## src/rtl/demux_rr.sv

```systemverilog
// Round-robin byte demultiplexer feeding two 4-deep FIFOs. Bytes alternate
// between channels, skip a full channel, and are dropped when both are full.
module demux_rr #(
    parameter int DATA_W = 8
) (
    input  logic              clk,
    input  logic              reset_L,
    input  logic              valid_in,
    input  logic [DATA_W-1:0] data_in,
    input  logic              pop_0,
    input  logic              pop_1,
    output logic [DATA_W-1:0] data_out_0,
    output logic              valid_out_0,
    output logic [DATA_W-1:0] data_out_1,
    output logic              valid_out_1,
    output logic              full_0,
    output logic              full_1,
    output logic              drop_out
);

    logic [DATA_W-1:0] mem_q    [2][4];
    logic [DATA_W-1:0] mem_d    [2][4];
    logic [1:0]        wr_ptr_q [2];
    logic [1:0]        wr_ptr_d [2];
    logic [1:0]        rd_ptr_q [2];
    logic [1:0]        rd_ptr_d [2];
    logic [2:0]        cnt_q    [2];
    logic [2:0]        cnt_d    [2];
    logic              sel_q;
    logic              sel_d;
    logic              drop_q;
    logic              drop_d;

    logic [1:0]        has_room;
    logic [1:0]        push;
    logic [1:0]        pop;
    logic              alt;

    always_comb begin
        alt         = ~sel_q;
        has_room[0] = (cnt_q[0] != 3'd4);
        has_room[1] = (cnt_q[1] != 3'd4);
        pop[0]      = pop_0 && (cnt_q[0] != 3'd0);
        pop[1]      = pop_1 && (cnt_q[1] != 3'd0);

        // Room is judged on the pre-edge count, so a same-cycle pop never frees a slot.
        push = 2'b00;
        if (valid_in) begin
            if (has_room[sel_q]) begin
                push[sel_q] = 1'b1;
            end else if (has_room[alt]) begin
                push[alt] = 1'b1;
            end
        end

        for (int c = 0; c < 2; c++) begin
            mem_d[c]    = mem_q[c];
            wr_ptr_d[c] = wr_ptr_q[c] + 2'(push[c]);
            rd_ptr_d[c] = rd_ptr_q[c] + 2'(pop[c]);
            cnt_d[c]    = cnt_q[c] + 3'(push[c]) - 3'(pop[c]);
            if (push[c]) begin
                mem_d[c][wr_ptr_q[c]] = data_in;
            end
        end

        if (push[0]) begin
            sel_d = 1'b1;
        end else if (push[1]) begin
            sel_d = 1'b0;
        end else begin
            sel_d = sel_q;
        end

        drop_d = valid_in && (push == 2'b00);
    end

    always_ff @(posedge clk or negedge reset_L) begin
        if (!reset_L) begin
            for (int c = 0; c < 2; c++) begin
                for (int e = 0; e < 4; e++) begin
                    mem_q[c][e] <= '0;
                end
                wr_ptr_q[c] <= '0;
                rd_ptr_q[c] <= '0;
                cnt_q[c]    <= '0;
            end
            sel_q  <= 1'b0;
            drop_q <= 1'b0;
        end else begin
            for (int c = 0; c < 2; c++) begin
                mem_q[c]    <= mem_d[c];
                wr_ptr_q[c] <= wr_ptr_d[c];
                rd_ptr_q[c] <= rd_ptr_d[c];
                cnt_q[c]    <= cnt_d[c];
            end
            sel_q  <= sel_d;
            drop_q <= drop_d;
        end
    end

    assign data_out_0  = mem_q[0][rd_ptr_q[0]];
    assign data_out_1  = mem_q[1][rd_ptr_q[1]];
    assign valid_out_0 = (cnt_q[0] != 3'd0);
    assign valid_out_1 = (cnt_q[1] != 3'd0);
    assign full_0      = (cnt_q[0] == 3'd4);
    assign full_1      = (cnt_q[1] == 3'd4);
    assign drop_out    = drop_q;

endmodule

```

## config.mk

```make
export PLATFORM = sky130hd
export DESIGN_NAME = demux_rr
export DESIGN_NICKNAME = d
export VERILOG_FILES = /design/src/rtl/demux_rr.sv
export SDC_FILE = /design/constraint.sdc
export NUM_CORES = 1
export LEC_CHECK = 0
export ABC_CLOCK_PERIOD_IN_PS = 3200
export BUFFER_PORTS_ARGS = -buffer_cell sky130_fd_sc_hd__buf_2
export CAP_MARGIN = 0
export CORE_ASPECT_RATIO = 0.9
export CORE_MARGIN = 4
export CORE_UTILIZATION = 45
export DETAILED_ROUTE_END_ITERATION = 7
export PLACE_DENSITY = 0.64
export SYNTH_ARGS = -nofsm -noshare
export SYNTH_HDL_FRONTEND = slang
export SYNTH_SLANG_ARGS = --single-unit
```

## constraint.sdc

```tcl
create_clock -name clk -period 3.2 [get_ports clk]
set_input_delay 0.32 -clock clk [delete_from_list [all_inputs] [get_ports clk]]
set_output_delay 0.32 -clock clk [all_outputs]
set_load 0.02 [all_outputs]
```

# Word-level counts from Yosys, hierarchy flattened
# Cells that the tools add are included.
# Widths: inputs -> output; s select.
[word_totals]
output_inout_bits = 21
input_bits = 13
reg_bits = 80
[op_classes]
n_eq_ne = 4
n_reduce_logical = 11
n_mux = 25
n_bitwise = 5
add_sub_neg = 8
order_cmp = 10
[ops]
columns = ["operator", "count"]
rows = [
  ["$bwmux 32", 2],
  ["$mux 8", 6],
  ["$bmux 8 s2", 2],
  ["$demux 8 s2", 2],
  ["$ge 3x3->1 const B", 4],
  ["$not 2->3", 4],
  ["$add 2x1->2", 4],
  ["$mux 1", 8],
  ["$logic_and 1x1->1", 7],
  ["$add 3x1->3", 2],
  ["$eq 3x3->1 const B", 2],
  ["$lt 3x1->1 const B", 2],
  ["$mux 2", 3],
  ["$ne 3x3->1 const B", 2],
  ["$reduce_bool 3->1", 2],
  ["$sub 3x1->3", 2],
  ["$lt 1x2->1 const B", 2],
  ["$demux 1 s1", 2],
  ["$ge 1x1->1 const B", 2],
  ["$logic_not 2->1", 1],
  ["$reduce_bool 2->1", 1],
  ["$not 1->1", 1],
]

# Depth between registers and ports, before layout
[depth]
word_depth = 10
depth_mapped = 11

# Worst setup path before layout
# No wires, ideal clock.
[synth_path]
path_type = "reg-to-reg"
start = "reg cnt_q[4] in the netlist's numbering"
end = "reg cnt_q[2] in the netlist's numbering"
setup_time_ps = 124
stages_incl_launch_ff = 12
t_required_ps = 3076
path_slack_ps = 285
arrival_time_ps = 2790
period_less_slack_ps = 2915
path_buffers = 1
path_cell_list = "dfrtp_1 > nor3b_1 > buf_6 > nor2_1 > or3_1 > ha_1 > inv_1 > ha_1 > inv_1 > fa_1 > xnor2_1 > xnor2_1"
[synth_rtl]
columns = ["item", "line_no", "text"]
rows = [
  ["start, declared", "27", "logic [2:0] cnt_q [2];"],
  ["start signal, assigned by index", "94", "cnt_q[c] <= cnt_d[c];"],
]

==> run summary <==
================================================================================
Outcome                                                             finished clean
Chip width                                                              102.9 um
Area taken by flip-flops and latches                                   2002 um^2
Areal power density over the cells                                  1134 nW/um^2
Routability-driven placement congestion ratio                             0.7072
Final period demand of the worst path                                   2.505 ns
Post-route clock period utilization                                       78.29%
Number of antenna violations at the first check in global routing              0
Y dimension of the die                                                  93.45 um
Instance count after placement with tap cells included                       347
Yosys warning count                                                            0
Fraction of the mapped netlist area in compound gates                     5.106%
Number of nets produced by synthesis                                         246
Post-synth top area share                                                 54.83%
Netlist area before placement                                          3651 um^2
Overall Power                                                           4.683 mW
Gr ovfl total                                                                  0
CTS clk-pin slew, worst paths                                            0.08 ns
Number of resized instances in the post-cts repair step                        0
Relative slew slack                                                       32.91%
Placement Setup Slack                                                  0.7081 ns
Main combinational cell family by area after synthesis              multiplexers
Number of maximum-capacitance violations                                       0
Number of vias after detailed routing                                       1974
Clock tree from TritonCTS                                                    yes
Post-cts hold buffer count                                                     0
Clock Path Buffers                                                             2
Cell with the largest stage delay on the worst path                 sky130_fd_sc_hd__or3b_1
Final antenna-violating net count                                              0
Clk Latency, worst-skew pair                                             0.34 ns
Number of vias per cell after detailed routing                             5.468
Multiplexer fraction of the synthesized cell area                         29.61%
Post-Synth Adder-Cell Area                                                3.838%
Initial DRC count                                                             47
Core Box Area                                                          7732 um^2
Overall die area                                                       9620 um^2
#FFs+latches synth                                                            80
Via count of the first global-routing pass                                  2072
Post-Synth Simple-Gate Area                                               2.433%
FP Rows                                                                       30
Dominant cell type by area after synthesis                          sky130_fd_sc_hd__dfrtp_1
Setup TNS                                                                   0 ns
Endpoints failing hold                                                         0
Final routed DRC violation total                                               0
Final instance count without filler cells                                    361
Final-layout fill cell count                                                 656
TritonCTS buffer count                                                         9
XOR/XNOR share of the synthesized area                                    1.919%
Max Slew Vio Count                                                             0
I/O pins                                                                      34
Largest net degree at the start of global routing                             81
Proportion of layout cells with a drive suffix above 1                    51.32%
Crit path buf inv count                                                        2
Endpoint arrival time on the critical path                               2.73 ns
Multi-input gate area in the final layout                              1572 um^2
Post-CTS setup-driven buffer insertion count                                   0
Post-synthesis cell type count                                                29
Port Buf Inserts                                                              33
Synthesized area per cell                                             16.37 um^2
Required time worst endpoint                                             3.43 ns
Share of synthesized area occupied by flip-flops and latches              54.83%
Most common cell after layout, fill and taps aside                  sky130_fd_sc_hd__dfrtp_1
Worst path cell trace                                               or3b_1 -> a211o_1 -> ha_1 -> inv_1 -> ha_1 -> inv_1 -> fa_1 -> xnor2_1 -> xnor2_1
Layout Skew                                                          0.009536 ns
Total of endpoints with negative setup slack in the final report               0
RSZ-0062 raised after global routing                                       false
Highest ir drop seen on vdd                                             515.0 uV
Number of sinks on the clock net                                              80
Net total in the final layout                                                285
Antenna Diode Count                                                            0
P_leak                                                                  1.806 nW
Actual slew at the worst max-slew pin                                   1.006 ns
Global-route wire length before repair                                  10450 um
Starting utilization of the core area                                     47.22%
Post-detail-place hpwl                                                   4326 um
Worst-path maximum fanout                                                      4
Number of instances in the synthesized netlist                               223
Largest delay share family, worst path                               adder cells
Synth area leaders                                                  sky130_fd_sc_hd__dfrtp_1, sky130_fd_sc_hd__mux2_2, sky130_fd_sc_hd__mux4_2
Root Buffer Master                                                  sky130_fd_sc_hd__clkbuf_8
Routed wirelength normalized by instance count                          18.12 um
Element type at the critical path end                                   register
Largest stage delay on the critical path                                 0.44 ns
All-Layer GR Usage                                                        14.62%
Worst hold-check path type                                           in -> async
Startpoint class of the critical path                                   register
Commonest non-fill, non-tap cells in the layout                     sky130_fd_sc_hd__dfrtp_1, sky130_fd_sc_hd__mux2_2, sky130_fd_sc_hd__buf_2, sky130_fd_sc_hd__mux4_2, sky130_fd_sc_hd__inv_1
First-pass iteration count of the detailed router                              4
Aggregate routed wire length                                             6542 um
Setup CP Type                                                         reg -> reg
Area growth syn-to-layout                                                 13.09%
Maximum frequency from static timing analysis                         0.3992 GHz
H-tree depth reported by CTS                                                   3
Final worst-path setup slack                                           0.6947 ns
================================================================================
-- metrics by stage --
stage	instance area [um^2]	util, %	hold WS, ns
finish	4129	53.40	0.1251
global route	4129	53.40	0.2178
CTS	4129	53.40	0.1857
detailed placement	3921	50.71	0.4792
global placement	3921	50.71	0.4703
floorplan	3651	-	0.02441
-- worst reg2reg max path, delay by kind of cell (launching register included) --
family                   cells  cell delay (ns)
AO/OA/AOI/OAI                1             0.34
XOR/XNOR                     2             0.27
adder cells (fa/ha/maj)      3             0.80
buffers and inverters        2             0.11
flip-flops                   1             0.43
AND/OR/NAND/NOR              1             0.44
-- path summary, 6_finish.rpt --
check	startpoint	to	slack [ns]	depth (start not counted)
worst max-delay path	cnt_q[1]	cnt_q[5]	0.69	9
worst min register to register	wr_ptr_q[3]	wr_ptr_q[3]	0.49	1
min in group clk	data_in[4]	mem_q[52]	0.33	2
worst max register to register	cnt_q[1]	cnt_q[5]	0.69	9
max in group asynchronous	reset_L	mem_q[52]	2.40	1
worst min-delay path	reset_L	cnt_q[1]	0.13	1
-- power breakdown --
group          internal (mW)  switching, mW
Combinational           1.06          0.878
Clock                  0.450          0.344
Sequential              1.53          0.418
-- kinds of logic after synthesis --
group,after synthesis
xor gates and xnor gates,8
buffers and inverters,19
AOI/OAI and AO/OA,11
DFF,80
adders and majority gates,10
muxes,80
and+or+nand+nor,15
-- cells in the mapped netlist (all sizes together) --
library cell  number
clkbuf             4
nor2               2
nand2              1
o21ai              1
xor2               4
or3                3
o211ai             1
dfrtp             80
nor3b              1
nor3               1
or3b               1
a211o              1
nand2b             1
inv               12
a2111oi            4
o2111ai            3
xnor2              4
buf                3
mux4              16
fa                 2
nor2b              1
a21oi              1
and2               3
mux2              64
ha                 8
and3               1
-- flip-flops by register name, summed over array words and instances (netlist names) --
signal and count:
sel_q 1, rd_ptr_q 4, drop_out 1, cnt_q 6, mem_q 64, wr_ptr_q 4
-- area by class of cell --
cell class | count | area share, %
sequential | 80 | 48.48
multi-input combinational | 124 | 38.06
timing repair buffer | 35 | 4.424
clock buffer | 10 | 3.333
tap | 96 | 2.909
clock inverter | 4 | 1.697
inverter | 12 | 1.091
-- per-layer routing --
metal | share of wire, % | vias to the layer above | track usage, %
met5 | 0 | - | 0
met4 | 1.4 | 0 | 4.531
met3 | 4.2 | 8 | 4.474
met2 | 48 | 38 | 22.70
met1 | 47 | 1028 | 19.69
li1 | - | 900 | -
(Power assumes the default switching activity.)
